**src/rtl/dac_tlv5618_sched_if.sv**
```systemverilog
// Request/command bundle between the two DAC requesters, the scheduler and the TLV5618 serializer.
// Latency and backpressure are defined by the scheduler; this file only groups the signals.
interface dac_tlv5618_sched_if;
   logic        a_valid;
   logic [11:0] a_code;
   logic        a_ready;
   logic        b_valid;
   logic [11:0] b_code;
   logic        b_ready;
   logic        pwr_down;
   logic        dac_start;
   logic [15:0] dac_data;
   logic        dac_done;
   logic        busy;
   logic        err_timeout;

   modport slave (
      input  a_valid, a_code, b_valid, b_code, pwr_down, dac_done,
      output a_ready, b_ready, dac_start, dac_data, busy, err_timeout
   );

   modport master (
      output a_valid, a_code, b_valid, b_code, pwr_down, dac_done,
      input  a_ready, b_ready, dac_start, dac_data, busy, err_timeout
   );
endinterface

```
**src/rtl/dac_tlv5618_sched.sv**
```systemverilog
// Schedules channel A/B code updates into TLV5618 command words, one word per serializer frame.
// Accept->dac_start is 1 cycle; requesters see ready only in IDLE, so they stall for the whole sequence.
module dac_tlv5618_sched #(
   parameter bit          SpdFast       = 1'b1,
   parameter int unsigned GapCycles     = 2,
   parameter int unsigned TimeoutCycles = 1024
) (
   input  logic                  clk,
   input  logic                  rst,
   dac_tlv5618_sched_if.slave    bus
);

   typedef enum logic [1:0] {IDLE, ISSUE, WAIT, GAP} state_t;

   localparam logic [15:0] TO_LAST  = 16'(TimeoutCycles - 2);
   localparam logic [7:0]  GAP_LAST = 8'(GapCycles - 1);

   state_t      state_q;
   logic [15:0] word1_q;
   logic        pend_q;
   logic        start_q;
   logic [15:0] data_q;
   logic        err_q;
   logic [15:0] to_cnt_q;
   logic [7:0]  gap_cnt_q;

   logic [15:0] seq0_d;
   logic [15:0] seq1_d;
   logic        pend_d;
   logic        accept;

   assign accept = bus.a_valid || bus.b_valid;

   // Word = {R1, SPD, PWR, R0, code}; a pair buffers B first so A_LATCH moves both outputs together.
   always_comb begin
      seq0_d = 16'h0000;
      seq1_d = 16'h0000;
      pend_d = 1'b0;
      if (bus.a_valid && bus.b_valid) begin
         seq0_d = {1'b0, SpdFast, bus.pwr_down, 1'b1, bus.b_code};
         seq1_d = {1'b1, SpdFast, bus.pwr_down, 1'b0, bus.a_code};
         pend_d = 1'b1;
      end else if (bus.a_valid) begin
         seq0_d = {1'b1, SpdFast, bus.pwr_down, 1'b0, bus.a_code};
      end else if (bus.b_valid) begin
         seq0_d = {1'b0, SpdFast, bus.pwr_down, 1'b0, bus.b_code};
      end
   end

   always_ff @(posedge clk or posedge rst) begin
      if (rst) begin
         state_q   <= IDLE;
         word1_q   <= 16'h0000;
         pend_q    <= 1'b0;
         start_q   <= 1'b0;
         data_q    <= 16'h0000;
         err_q     <= 1'b0;
         to_cnt_q  <= 16'h0000;
         gap_cnt_q <= 8'h00;
      end else begin
         start_q <= 1'b0;
         err_q   <= 1'b0;
         case (state_q)
            IDLE: begin
               if (accept) begin
                  state_q <= ISSUE;
                  start_q <= 1'b1;
                  data_q  <= seq0_d;
                  word1_q <= seq1_d;
                  pend_q  <= pend_d;
               end
            end
            ISSUE: begin
               to_cnt_q <= 16'h0000;
               state_q  <= WAIT;
            end
            WAIT: begin
               if (bus.dac_done) begin
                  gap_cnt_q <= 8'h00;
                  state_q   <= GAP;
               end else if (to_cnt_q == TO_LAST) begin
                  // Abandon the rest of the sequence; the serializer is assumed stuck.
                  err_q     <= 1'b1;
                  pend_q    <= 1'b0;
                  gap_cnt_q <= 8'h00;
                  state_q   <= GAP;
               end else begin
                  to_cnt_q <= to_cnt_q + 16'd1;
               end
            end
            GAP: begin
               if (gap_cnt_q == GAP_LAST) begin
                  if (pend_q) begin
                     state_q <= ISSUE;
                     start_q <= 1'b1;
                     data_q  <= word1_q;
                     pend_q  <= 1'b0;
                  end else begin
                     state_q <= IDLE;
                  end
               end else begin
                  gap_cnt_q <= gap_cnt_q + 8'd1;
               end
            end
            default: state_q <= IDLE;
         endcase
      end
   end

   assign bus.a_ready     = (state_q == IDLE);
   assign bus.b_ready     = (state_q == IDLE);
   assign bus.busy        = (state_q != IDLE);
   assign bus.dac_start   = start_q;
   assign bus.dac_data    = data_q;
   assign bus.err_timeout = err_q;

endmodule

```
**src/flat_wrapper.sv**
```systemverilog
// flat-port wrapper written by rule: the top's interface ports become plain ports
module dac_tlv5618_sched_flat 
#(
   parameter bit          SpdFast       = 1'b1,
   parameter int unsigned GapCycles     = 2,
   parameter int unsigned TimeoutCycles = 1024
)
  (clk, rst, bus_a_valid, bus_a_code, bus_b_valid, bus_b_code, bus_pwr_down, bus_dac_done, bus_a_ready, bus_b_ready, bus_dac_start, bus_dac_data, bus_busy, bus_err_timeout);
  dac_tlv5618_sched_if bus_i ();
  input  logic clk;
  input  logic rst;
  input wire logic [$bits(bus_i.a_valid)-1:0] bus_a_valid;
  input wire logic [$bits(bus_i.a_code)-1:0] bus_a_code;
  input wire logic [$bits(bus_i.b_valid)-1:0] bus_b_valid;
  input wire logic [$bits(bus_i.b_code)-1:0] bus_b_code;
  input wire logic [$bits(bus_i.pwr_down)-1:0] bus_pwr_down;
  input wire logic [$bits(bus_i.dac_done)-1:0] bus_dac_done;
  output wire logic [$bits(bus_i.a_ready)-1:0] bus_a_ready;
  output wire logic [$bits(bus_i.b_ready)-1:0] bus_b_ready;
  output wire logic [$bits(bus_i.dac_start)-1:0] bus_dac_start;
  output wire logic [$bits(bus_i.dac_data)-1:0] bus_dac_data;
  output wire logic [$bits(bus_i.busy)-1:0] bus_busy;
  output wire logic [$bits(bus_i.err_timeout)-1:0] bus_err_timeout;
  assign bus_i.a_valid = bus_a_valid;
  assign bus_i.a_code = bus_a_code;
  assign bus_i.b_valid = bus_b_valid;
  assign bus_i.b_code = bus_b_code;
  assign bus_i.pwr_down = bus_pwr_down;
  assign bus_i.dac_done = bus_dac_done;
  assign bus_a_ready = bus_i.a_ready;
  assign bus_b_ready = bus_i.b_ready;
  assign bus_dac_start = bus_i.dac_start;
  assign bus_dac_data = bus_i.dac_data;
  assign bus_busy = bus_i.busy;
  assign bus_err_timeout = bus_i.err_timeout;
  dac_tlv5618_sched #(.SpdFast(SpdFast), .GapCycles(GapCycles), .TimeoutCycles(TimeoutCycles)) u_core (.clk(clk), .rst(rst), .bus(bus_i));
endmodule
```
**config.mk**
```make
export PLATFORM = sky130hd
export DESIGN_NAME = dac_tlv5618_sched_flat
export DESIGN_NICKNAME = d
export VERILOG_FILES = /design/src/rtl/dac_tlv5618_sched_if.sv /design/src/rtl/dac_tlv5618_sched.sv /design/src/flat_wrapper.sv
export SDC_FILE = /design/constraint.sdc
export NUM_CORES = 1
export LEC_CHECK = 0
export ABC_AREA = 0
export CORE_MARGIN = 2
export CORE_UTILIZATION = 31
export DETAILED_ROUTE_END_ITERATION = 7
export PLACE_DENSITY = 0.56
export SLEW_MARGIN = 40
export SYNTH_ARGS = -nofsm -noshare
export SYNTH_HDL_FRONTEND = slang
export SYNTH_SLANG_ARGS = --single-unit
```
**constraint.sdc**
```tcl
create_clock -name clk -period 2.2 [get_ports clk]
set_clock_uncertainty 0.05 [all_clocks]
set_input_delay 0.33 -clock clk [delete_from_list [all_inputs] [get_ports clk]]
set_output_delay 0.33 -clock clk [all_outputs]
set_load 0.005 [all_outputs]
```
## Word-level counts from Yosys, hierarchy flattened

Cells that the tools add are included.
W data, S select, Z words.

- Add/sub/neg operators: 2
- Eq/ne operators: 13
- Multiplexer cells: 34
- Reductions and logical operators: 14

Operator list:

| operator | count |
|---|---|
| $mux W16 | 8 |
| $pmux W16 S2 | 2 |
| $mux W8 | 3 |
| $add A16 B1 Y16 const B | 1 |
| $eq A16 B10 Y1 const B | 1 |
| $pmux W8 S2 | 1 |
| $mux W15 | 1 |
| $mux W1 | 12 |
| $reduce_and A3 Y1 | 3 |
| $add A8 B1 Y8 const B | 1 |
| $eq A8 B1 Y1 const B | 1 |
| $mux W2 | 4 |
| $ne A2 B1 Y1 const B | 4 |
| $pmux W2 S4 | 1 |
| $reduce_bool A2 Y1 | 4 |
| $ne A2 B2 Y1 const B | 3 |
| $reduce_and A5 Y1 | 1 |
| $eq A2 B2 Y1 const B | 2 |
| $reduce_and A4 Y1 | 1 |
| $ne A3 B2 Y1 const B | 1 |
| $pmux W1 S3 | 1 |
| $reduce_bool A3 Y1 | 1 |
| $eq A2 B1 Y1 const B | 1 |
| $logic_not A2 Y1 | 1 |
| other kinds (4) | 4 |

- Register bits after elaboration: 61
- Bits of input ports: 30
- Output and inout port bits: 21
- Logic and storage cells: 71

## Longest topological paths before layout

- Depth in word-level cells: 5
- Gate-level depth with buffers: 8
- Depth with buffers taken out: 7

## Worst setup path before layout

OpenSTA, ideal clock, no wires.

- Path kind: flip-flop to flip-flop
- Start: reg u_core.to_cnt_q[0]
- End: reg u_core.gap_cnt_q[3]
- Library setup time: 0.069 ns
- Data arrival time: 2.064 ns
- Required time: 2.081 ns
- Setup slack: 0.017 ns
- Cell stages (with the launch flop): 8
- Path buffers: 0
- Clock period less this slack: 2.183 ns
- Cell sequence: dfrtp_1 -> inv_1 -> ha_1 -> or3b_4 -> nor4_4 -> nor2_2 -> or4b_1 -> nand3_1

- Cells in the longest elaborated chain, start to end: 3

RTL lines:

| item | line | RTL |
|---|---|---|
| from (decl) | dac_tlv5618_sched.sv:24 | `logic [15:0] to_cnt_q;` |
| from (signal assigned) | dac_tlv5618_sched.sv:88 | `to_cnt_q <= to_cnt_q + 16'd1;` |
| $eq A16 B10 Y1 | dac_tlv5618_sched.sv:81 | `end else if (to_cnt_q == TO_LAST) begin` |
| $ne A3 B2 Y1 (no source line) | - |  |
| $reduce_and A3 Y1 (no source line) | - |  |
| to (signal assigned) | dac_tlv5618_sched.sv:102 | `gap_cnt_q <= gap_cnt_q + 8'd1;` |
| to (decl) | dac_tlv5618_sched.sv:25 | `logic [7:0] gap_cnt_q;` |

No other way between the ends.
A chain may end at the register's enable or synchronous reset.

## Worst setup path in the final report

Same ends and word-level chain as after synthesis.

==> impl_results.md <==
- Number of distinct library cells after synthesis: 49
- Chip height: between 100 and 150 µm
- Syn_nets: approximately 350
- Power share of the combinational group: 0.448
- Critical-path cell list: inv_1, ha_2, or3b_4, nor4_4, buf_4, nor2_4, or4b_1, nand3_1
- Vias/cell: 5.03
- Worst r2r src: u_core.to_cnt_q[0]
- Post-synth top flop: dfrtp_1
- Leak Pwr: 1.82 nW
- Final setup viols: 0
- F_max: around 460 MHz
- First-pass GRT wire length: between 10000 and 15000 µm
- Routed WL: roughly 7600 µm
- Worst hold slack: between 300 and 400 ps
- R2R setup slack: between 30 and 40 ps
- Post-CTS Hold Fix Bufs: 0
- Net Sw Power: between 1.5 and 2 mW
- Pwr Density: 1140 nW/µm²
- Crit Path Category: register to register
- Die X: 104 µm
- Routability cong.: between 0.8 and 0.9
- Core Util, Final: 0.428
- EDFF count, synth: 0
- # diodes: 0
- DP Wirelength: between 5000 and 6000 µm
- Row Count: 36
- Clk sinks: 59
- CP max stage delay: 530 ps
- Commonest non-fill, non-tap cells in the layout: 58 x dfrtp_1, 50 x clkdlybuf4s50_1, 37 x nand2_1
- Layout cells sized above 1: 0.196
- # placed instances: ~500
- Core ar.: between 9000 and 10000 µm²
- Post-route insts no fill: approximately 520
- Delay-heaviest family, CP: simple AND/OR/NAND/NOR gates
- Ys Warns: 0
- Pins Over Slew Limit: 0
- Clk root buf: clkbuf_8
- Worst Setup Start Kind: register
- Cell-internal power: between 3 and 4 mW
- Via Count: ~2600
- I/O pin total: 51
- R2R cell count: 8
- Iter 0 DRT Violations: around 160
- GRT Overall Usage: 0.150
- Post-synthesis sequential area ratio: 0.474
- Post-route ant nets: 0
- Switching Fraction: 0.354
- Crit share post-route: 0.985
- Final min period: approximately 2200 ps
- Area of the multi-input gates: 1570 µm²
- CTS tree: done
- Remaining Overflow, GRT: 0
- Final hold violation count: 0
- Clk network pwr share: 0.212
- Register area: 1480 µm²
- Clock Latency Late Sink: approximately 340 ps
- Syn Area/Cell: roughly 10 µm²
- # DRC: 0
- CTS H-Tree Depth: 3
- Seq cells post-synth: a little under 60
- Flop pwr share: 0.340
- Clk pin slew, worst setup/hold paths: around 70 ps
- Die area: 10900 µm²
- Post-Synthesis Cell Area: just over 3000 µm²
- Num CTS Buffers: 9
- Async set-reset flop share out of synthesis: 1.00
- Worst-path maximum fanout: 5
- Vias in the first global route: between 2000 and 3000
- RSZ-0062 raised after global routing: yes
- Outcome: finished, final reports clean
- Tightest Pin Transition: 650 ps
- Starting density of the core: 0.319
- Crit path DAT: between 2000 and 2500 ps
- Critical Path End Type: register
- Initial antenna violation count: 0
- Most common cell after layout, fill and taps aside: dfrtp_1
- Wire length per cell: around 15 µm
- Worst Hold Class: input port to asynchronous set/reset pin
- Worst slew margin: 0.567
- Layout area overhead: 34.3%
- WP buf/inv: 2
- CP max stage cell: or4b_1
- Layout net count: 417
- Max-cap violations: 0
- PortBufs: 50
- Fillcell total: ~1000
- RR Endpoint: u_core.gap_cnt_q[3]
- Worst vdd ir: ~0.41 mV
- Synth Instances: roughly 300
- Drt pass-1 iters: 6
- TNS Setup: 0 ps
- Max Root-Sink Buffers: 2
- Req. time, crit path: 2430 ps
- Largest net degree at the start of global routing: 60
-- cell type report --
class | count | area share
Clock inverter | 7 | 0.0186
Inverter | 9 | 0.00808
Tap cell | 133 | 0.0398
Clock buffer | 9 | 0.0296
Sequential cell | 59 | 0.353
Multi-Input combinational cell | 222 | 0.376
Timing Repair Buffer | 77 | 0.174
-- Yosys cell counts (3+ instances only) --
master     n  area share
dfrtp_1   59        0.47
nand2_1   38       0.046
nor2_1    20       0.024
o21ai_0   19       0.031
a22o_1    17       0.048
mux2_2    17       0.061
nand3_1   16       0.026
a22oi_1   13       0.031
clkbuf_1  12       0.014
ha_1       9       0.036
inv_1      9       0.011
mux2i_1    8       0.026
xnor2_1    5       0.014
nor2b_1    4      0.0080
nor4_1     4      0.0080
a21o_1     3      0.0072
a21oi_1    3      0.0048
and3_1     3      0.0060
nand2b_1   3      0.0060
nand4_1    3      0.0060
nor3_1     3      0.0048
o22ai_1    3      0.0060
-- registers in the layout, indices dropped and copies added (netlist names) --
signal and cells:
u_core.to_cnt_q 16, u_core.bus.err_timeout 1, u_core.state_q 2, u_core.gap_cnt_q 8, u_core.bus.dac_start 1, u_core.pend_q 1, u_core.word1_q 14, u_core.bus.dac_data 16
-- per-layer routing --
metal	routed length, µm	global-route usage
met5	0	0
met3	389	0.0420
met2	3570	0.238
met4	106	0.0569
met1	3510	0.194
-- worst max path at each step --
| stage | start | endpoint | slack, ps | depth (start not counted) |
|---|---|---|---|---|
| 2_1_floorplan | u_core.to_cnt_q[0] | u_core.gap_cnt_q[3] | 20 | 7 |
| 3_3_place_gp | bus_a_valid | u_core.bus.dac_data[10] | -30 | 5 |
| 3_5_place_dp | u_core.to_cnt_q[0] | u_core.gap_cnt_q[3] | -80 | 7 |
| 4_1_cts | u_core.state_q[1] | bus_busy | 10 | 4 |
| 5_1_grt | u_core.to_cnt_q[0] | u_core.gap_cnt_q[3] | -30 | 8 |
| 6_report | u_core.to_cnt_q[0] | u_core.gap_cnt_q[3] | 30 | 8 |
-- power groups by stage --
| stage | clock network, mW | registers, mW | logic [mW] |
|---|---|---|---|
| floorplan | 0 | 1.62 | 1.21 |
| global placement | 0 | 1.62 | 2.04 |
| detailed placement | 0 | 1.63 | 2.07 |
| CTS | 1.05 | 1.61 | 2.09 |
| global route | 1.10 | 1.66 | 2.35 |
| finish | 1.01 | 1.62 | 2.13 |
-- logic make-up (layout without fill, tap and decap cells) --
| group | after synthesis | count (layout) | share of synthesized area |
|---|---|---|---|
| simple gates | 111 | 111 | 0.186 |
| compound gates | 70 | 70 | 0.163 |
| flops | 59 | 59 | 0.474 |
| mux | 25 | 25 | 0.0872 |
| buf+inv | 25 | 102 | 0.0341 |
| fa+ha+maj | 9 | 9 | 0.0362 |
| xor+xnor | 7 | 7 | 0.0197 |
-- timing repair --
| action | in CTS | in global routing |
|---|---|---|
| endpoints found under the setup margin | 12 | 16 |
| resized for setup | 2 | 8 |
| buffers inserted | 0 | 2 |
| pin swaps | 1 | 4 |
-- through the flow --
step                      setup WS, ps  area, µm²  power (mW)
final                             33.1       4180        4.76
after global routing             -32.2       4180        5.11
after CTS                         14.3       4130        4.75
after detailed placement         -76.8       3920        3.70
after global placement           -32.6       3920        3.65
after floorplan                   17.3       3110        2.83
-- worst min-delay path: cells and delay by family --
kind | cells | cell delay (ps)
buffers and inverters | 3 | 760
No activity file was read; power rests on OpenSTA's default activity.
